File: config.mk
export PLATFORM = sky130hd
export DESIGN_NAME = multiplier_sequencer
export DESIGN_NICKNAME = d
export VERILOG_FILES = /design/src/rtl/multiplier_sequencer_pkg.sv /design/src/rtl/fourBitAdder.sv /design/src/rtl/multiplier_sequencer.sv
export SDC_FILE = /design/constraint.sdc
export NUM_CORES = 1
export LEC_CHECK = 0
export CAP_MARGIN = 10
export CELL_PAD_IN_SITES_DETAIL_PLACEMENT = 0
export CELL_PAD_IN_SITES_GLOBAL_PLACEMENT = 1
export CORE_ASPECT_RATIO = 1.2
export CORE_MARGIN = 2
export CORE_UTILIZATION = 32
export DETAILED_ROUTE_END_ITERATION = 7
export GPL_TIMING_DRIVEN = 1
export PLACE_DENSITY = 0.73
export SYNTH_ARGS = -nofsm -noshare
export SYNTH_HDL_FRONTEND = slang
export SYNTH_SLANG_ARGS = --single-unit
File: constraint.sdc
create_clock -name clk -period 2.3 [get_ports clk]
set_clock_uncertainty 0.2 [all_clocks]
set_input_delay 0.575 -clock clk [delete_from_list [all_inputs] [get_ports clk]]
set_output_delay 0.575 -clock clk [all_outputs]
set_load 0.03 [all_outputs]
File: src/rtl/multiplier_sequencer_pkg.sv
// rtl/multiplier_sequencer_pkg.sv - shared state encoding and default width for the shift-add multiplier
package multiplier_sequencer_pkg;

  localparam int DEFAULT_WIDTH = 4;

  typedef enum logic [1:0] {
    IDLE = 2'b00,
    RUN  = 2'b01,
    DONE = 2'b10
  } mul_state_t;

endpackage

File: src/rtl/fourBitAdder.sv
// rtl/fourBitAdder.sv - 4-bit ripple-carry adder with carry-in and carry-out
module fourBitAdder (
  input  logic [3:0] a,
  input  logic [3:0] b,
  input  logic       cin,
  output logic [3:0] sum,
  output logic       cout
);

  logic [4:0] c;

  assign c[0] = cin;

  for (genvar i = 0; i < 4; i++) begin : g_fa
    assign sum[i]   = a[i] ^ b[i] ^ c[i];
    assign c[i + 1] = (a[i] & b[i]) | (c[i] & (a[i] ^ b[i]));
  end

  assign cout = c[4];

endmodule

File: src/rtl/multiplier_sequencer.sv
// rtl/multiplier_sequencer.sv - sequential shift-add unsigned multiplier, fixed WIDTH-cycle run
module multiplier_sequencer
  import multiplier_sequencer_pkg::*;
#(
  parameter int WIDTH = DEFAULT_WIDTH
) (
  input  logic                 clk,
  input  logic                 rst_n,
  input  logic                 in_valid,
  output logic                 in_ready,
  input  logic [WIDTH-1:0]     a,
  input  logic [WIDTH-1:0]     b,
  output logic                 out_valid,
  input  logic                 out_ready,
  output logic [2*WIDTH-1:0]   p,
  output logic                 busy
);

  localparam int CW = (WIDTH > 1) ? $clog2(WIDTH) : 1;
  localparam logic [CW-1:0] LAST_STEP = CW'(WIDTH - 1);

  mul_state_t         state_q, state_d;
  logic [2*WIDTH:0]   acc_q, acc_d;
  logic [WIDTH-1:0]   mcand_q, mcand_d;
  logic [CW-1:0]      cnt_q, cnt_d;

  logic [WIDTH-1:0]   sum_hi;
  logic               sum_carry;
  logic [2*WIDTH:0]   acc_added;

  // Upper accumulator half plus multiplicand; carry lands in the guard bit.
  if (WIDTH == 4) begin : g_add4
    fourBitAdder u_add (
      .a    (acc_q[2*WIDTH-1:WIDTH]),
      .b    (mcand_q),
      .cin  (1'b0),
      .sum  (sum_hi),
      .cout (sum_carry)
    );
  end else begin : g_addn
    assign {sum_carry, sum_hi} = {1'b0, acc_q[2*WIDTH-1:WIDTH]} + {1'b0, mcand_q};
  end

  assign acc_added = acc_q[0] ? {sum_carry, sum_hi, acc_q[WIDTH-1:0]} : acc_q;

  always_ff @(posedge clk or negedge rst_n) begin
    if (!rst_n) begin
      state_q <= IDLE;
      acc_q   <= '0;
      mcand_q <= '0;
      cnt_q   <= '0;
    end else begin
      state_q <= state_d;
      acc_q   <= acc_d;
      mcand_q <= mcand_d;
      cnt_q   <= cnt_d;
    end
  end

  always_comb begin
    state_d = state_q;
    acc_d   = acc_q;
    mcand_d = mcand_q;
    cnt_d   = cnt_q;
    unique case (state_q)
      IDLE: begin
        if (in_valid) begin
          mcand_d = a;
          acc_d   = {{(WIDTH + 1){1'b0}}, b};
          cnt_d   = '0;
          state_d = RUN;
        end
      end
      RUN: begin
        acc_d = acc_added >> 1;
        if (cnt_q == LAST_STEP) begin
          state_d = DONE;
        end else begin
          cnt_d = cnt_q + CW'(1);
        end
      end
      DONE: begin
        if (out_ready) begin
          state_d = IDLE;
        end
      end
      default: state_d = IDLE;
    endcase
  end

  // All outputs decode registered state only.
  assign in_ready  = (state_q == IDLE);
  assign out_valid = (state_q == DONE);
  assign busy      = (state_q != IDLE);
  assign p         = acc_q[2*WIDTH-1:0];

endmodule

=== Word level (Yosys, flattened, before mapping) ===
Cells that the tools add are included.

* Register bits: 17
* Logic and storage cells: 46
* Bits of input ports: 12

* Multiplexer cells: 10
* Equality and inequality tests: 7
* Bitwise gates (word level): 17
* Reductions and logical operators: 7
* $add $sub $neg: 1

{| class="wikitable"
|+ Operator list
! kind !! number
|-
| $mux 9 || 2
|-
| $pmux 9 s2 || 1
|-
| $mux 2 || 5
|-
| $and 1x1->1 || 7
|-
| $xor 1x1->1 || 7
|-
| $ne 2x2->1 const B || 3
|-
| $pmux 2 s3 || 1
|-
| $reduce_and 3->1 || 2
|-
| $eq 2x2->1 const B || 2
|-
| $pmux 2 s2 || 1
|-
| $reduce_and 2->1 || 2
|-
| $reduce_bool 2->1 || 2
|-
| $or 1x1->1 || 3
|-
| $add 2x1->2 const B || 1
|-
| $eq 2x1->1 const B || 1
|-
| $logic_not 2->1 || 1
|-
| $ne 2x1->1 const B || 1
|}

=== Logic depth before layout (Yosys ltp) ===
* Depth in word-level cells: 9
* Gate-level depth with buffers: 8
* Depth with buffers taken out: 8

=== By module ===
Synthesis repeated with hierarchy kept, for this count alone.

* Cell total of the unflattened synthesis: 84
* Area total of the unflattened synthesis: 903.4 µm²

{| class="wikitable"
|+ By module, submodules not included
! module !! times used !! area an instance (µm²) !! cells each !! sequential area each (µm²)
|-
| multiplier_sequencer || 1 || 785.8 || 70 || 400.4
|-
| fourBitAdder || 1 || 117.6 || 14 || 0.0
|}

=== Least setup slack after synthesis ===
OpenSTA, ideal clock, no wires.

* Path type: register to register
* From: reg acc_q[4]
* To: reg acc_q[6]
* Path slack: -0.209 ns
* Buffers on the path: 0
* Data arrival time: 2.188 ns
* Cell stages (with the launch flop): 9
* Library setup time: 0.121 ns
* Data required time: 1.979 ns
* Period minus slack after synthesis: 2.509 ns
* Path through: dfrtp_1 ha_1 fa_1 inv_1 fa_1 inv_1 fa_1 mux2_2 a22o_1

* Word-level cells in the longest chain between the ends: 8

{| class="wikitable"
|+ RTL lines
! what !! line !! source
|-
| start: declaration || multiplier_sequencer.sv:23 || <nowiki>logic [2*WIDTH:0] acc_q, acc_d;</nowiki>
|-
| start signal: assignment || multiplier_sequencer.sv:49 || <nowiki>acc_q <= '0;</nowiki>
|-
| start signal: assignment || multiplier_sequencer.sv:54 || <nowiki>acc_q <= acc_d;</nowiki>
|-
| $and 1x1->1 (2 in a row) || fourBitAdder.sv:16 || <nowiki>assign c[i + 1] = (a[i] & b[i]) | (c[i] & (a[i] ^ b[i]));</nowiki>
|-
| $or 1x1->1 || fourBitAdder.sv:16 ||
|-
| $and 1x1->1 || fourBitAdder.sv:16 ||
|-
| $or 1x1->1 || fourBitAdder.sv:16 ||
|-
| $xor 1x1->1 || fourBitAdder.sv:15 || <nowiki>assign sum[i] = a[i] ^ b[i] ^ c[i];</nowiki>
|-
| $mux 9 || multiplier_sequencer.sv:44 || <nowiki>assign acc_added = acc_q[0] ? {sum_carry, sum_hi, acc_q[WIDTH-1:0]} : acc_q;</nowiki>
|-
| $pmux 9 s2 || multiplier_sequencer.sv:65 || <nowiki>unique case (state_q)</nowiki>
|}

No other way between the ends.
A chain may end at the register's enable or synchronous reset.

=== Final worst setup path ===
Same ends and word-level chain as after synthesis.

==> summary.txt <==
LOGIC SYNTHESIS
-------------------------------------------------------------------------------------
Synth async-reset ratio                                                        100.0%
Warnings from Yosys                                                                 0
Post-Synthesis Cells                                                               69
Post-synthesis instance area                                                825.8 µm²
Primary FF master, synth                                                      dfrtp_1
Distinct cells, synth                                                              23
Mapped Nets                                                                        86
Synth Area per Inst                                                         11.97 µm²
Number of enable-type register cells in the synthesized netlist                     0
Share of the yosys chip area belonging to registers                            48.48%
Number of synthesized register bits                                                16

STA
-------------------------------------------------------------------------------------
Count of pins over their slew limit                                                 0
Minimum clock period                                                         2.361 ns
Max-Slew Margin vs Limit                                                       78.96%
Setup repair after global routing missed its margin                              true
Count of final hold-check violations                                                0
Actual transition at the worst max-transition pin                           0.3150 ns
FMAX                                                                        423.6 MHz
Number of setup violations in the final report                                      1
Final-layout worst hold slack                                               0.2837 ns
Sum Neg Setup Slack                                                       -0.06094 ns
Ratio of final minimum period to clock period                                  102.6%
Min setup slack post-route                                                -0.06094 ns

GLOBAL ROUTE
-------------------------------------------------------------------------------------
Overall global routing resource usage                                          12.04%
Number of antenna violations at the first check in global routing                   0
Maximum number of pins on one net before global-route repair                       17
Global-route wire length before repair                                        2663 µm
Vias in the first global route                                                    623
Total grt overflow                                                                  0

CLOCK TREE
-------------------------------------------------------------------------------------
Clock Tree Buf Depth                                                                2
Buffer type at the clock tree root                                           clkbuf_4
Clock tree from TritonCTS                                                       built
H-tree Lvls                                                                         1
Clock Sink Count                                                                   16
CTS buffer count                                                                    3
Clock latency reported for the late side of the worst-skew pair               0.28 ns
CTS clk-pin slew, worst paths                                                 0.09 ns

FINAL LAYOUT
-------------------------------------------------------------------------------------
Proportion of layout cells with a drive suffix above 1                         27.72%
Area taken by multi-input logic gates                                       395.4 µm²
Antenna diode count                                                                 0
Seq. cell area                                                              401.6 µm²
Most frequent standard cell in the layout excluding fill and tap cells   clkdlybuf4s50_1
Fin nets                                                                          119
Layout-stage area growth over the synthesis result                             44.54%
Core occupancy in the finished layout                                          47.70%
Most frequent cells in the layout                                        clkdlybuf4s50_1 (17), dfrtp_1 (15), buf_4 (9)
Fill cell instance count of the final layout                                      249

FLOORPLANNING
-------------------------------------------------------------------------------------
Placeable core region                                                        2502 µm²
Floorplan die area                                                           3005 µm²
Die X                                                                        50.38 µm
Row count                                                                          20
Y dimension of the die                                                       59.65 µm
Number of I/O pins                                                                 23
Starting Density                                                               33.00%

HOLD PATH
-------------------------------------------------------------------------------------
Kind of path behind the tightest hold check                                   reg2reg

POWER AND IR DROP
-------------------------------------------------------------------------------------
Portion of total power attributed to sequential cells                           30.0%
Leakage power summed over all cells                                         0.5718 nW
Cell Int Power                                                             0.001014 W
Worst VDD drop                                                              0.5421 mV
Final Total Pwr                                                            0.001687 W
Switching Share                                                                39.87%
Power Density                                                             1413 nW/µm²
Portion of total power attributed to the clock network                          10.6%
Combinational fraction of design power                                          59.3%
Switching power summed over all nets                                      0.0006726 W

JOB
-------------------------------------------------------------------------------------
Max-cap check violation count                                                       0

ROUTING
-------------------------------------------------------------------------------------
Average wire per standard cell                                               11.55 µm
Detailed Route Iter0 Violations                                                    10
Post-detailed-route count of antenna-violating nets                                 0
Detailed-routing iteration count for the pre-antenna-repair pass                    2
DRC violations left                                                                 0
Via count                                                                         594
Via count normalized by instance count                                          4.433
Wire length reported by the detailed router                                   1548 µm

RUN STATUS
-------------------------------------------------------------------------------------
Status                                                                   finished, violations left
Violations in the final reports                                          setup timing

SETUP PATH
-------------------------------------------------------------------------------------
Type of the worst setup path                                                  reg2reg
Arr. time, crit path                                                          2.33 ns
Buffers and inverters on the worst path                                             2
CP Data Required Time                                                         2.27 ns
CP max stage cell                                                             dfrtp_2
Maximum net fanout on the critical path                                             2
CP Capture Type                                                             flip-flop
Cell-by-cell trace of the critical path                                  ha_4, fa_2, inv_2, fa_2, inv_2, fa_1, mux2_4, a22o_1
Crit-path max cell delay                                                      0.43 ns
Category of the worst setup path launch point                               flip-flop
Largest delay share family, worst path                                    adder cells

PLACED DESIGN
-------------------------------------------------------------------------------------
Sum of net half-perimeters after detailed placement                           1214 µm
Routability-driven placement congestion ratio                                  0.7659
Place WS                                                                  -0.06234 ns
Port buffer count                                                                  22

-- worst register-to-register path: cells and delay by family, from the launching register on --
kind	cells	cell delay, ns
AOI/OAI and AO/OA	1	0.17
DFF	1	0.43
buffers and inverters	2	0.09
muxes	1	0.26
adders and majority gates	4	1.09
-- final cells by class --
type | count | share of cell area (%)
sequential | 16 | 33.65
multi-input combinational | 41 | 33.12
timing repair buffer | 31 | 23.90
tap | 33 | 3.459
clock buffer | 4 | 3.040
inverter | 9 | 2.830
-- synthesized netlist by cell type (2+ instances only) --
cell type,instances,share of area (%)
mux2i_1,6,7.3
buf_2,2,1.2
ha_1,2,3.0
o21ai_0,3,1.8
fa_1,3,7.3
nand2_1,3,1.4
a22o_1,4,4.2
mux2_2,6,8.2
inv_1,8,3.6
nand2b_1,2,1.5
dfrtp_1,16,48
a21oi_1,2,1.2
nor2b_1,2,1.5
-- logic make-up (layout without fill, tap and decap cells) --
group                    count (synthesis)  after routing  share of synthesized area [%]
AND/OR/NAND/NOR                         11             11                          8.334
buffers and inverters                   12             44                          6.212
adder cells (fa/ha/maj)                  5              5                          10.30
multiplexers                            12             12                          15.45
AO/OA/AOI/OAI                           13             13                          11.21
flip-flops                              16             16                          48.48
-- registers in the layout, summed over array words and instances (netlist names) --
signal	cells
acc_q	8
state_q	2
mcand_q	4
cnt_q	2
-- power groups by stage --
stage / Clock [W] / Combinational, W / Sequential (W)
final: 0.000179 / 0.00100 / 0.000507
after detailed placement: 0 / 0.00101 / 0.000517
after floorplan: 0 / 0.000548 / 0.000619
after CTS: 0.000188 / 0.00102 / 0.000511
after global placement: 0 / 0.000989 / 0.000509
after global routing: 0.000197 / 0.00111 / 0.000530
-- worst paths after layout --
path                       startpoint  endpoint  slack [ns]  cells after the start
setup / recovery             acc_q[4]  acc_q[6]       -0.06                      8
hold / removal               cnt_q[0]  cnt_q[0]        0.28                      1
setup reg to reg             acc_q[4]  acc_q[6]       -0.06                      8
hold reg to reg              cnt_q[0]  cnt_q[0]        0.28                      1
max in group asynchronous       rst_n  acc_q[4]        1.30                      2
min in group asynchronous       rst_n  cnt_q[0]        0.41                      2
-- timing repair --
item	4_1_cts	5_1_grt
pin swaps	1	0
setup endpoints to repair	4	2
hold buffers	0	0
gates resized for setup	8	2
buffers inserted	1	0
-- metrics by stage --
step / area [µm²] / instances
after floorplan: 839.6 / 69
after global placement: 1144 / 129
after detailed placement: 1144 / 129
after CTS: 1191 / 134
after global routing: 1194 / 134
final: 1194 / 134
-- per-layer routing --
layer  up-vias  routed length (µm)  global-route usage, %
met2        15                 793                  19.55
met4         0                  27                  9.266
met5         -                   0                      0
met3         2                  61                  1.000
met1       281                 666                  14.93
li1        296                   -                      -
Power figures use the tool's default switching activity.
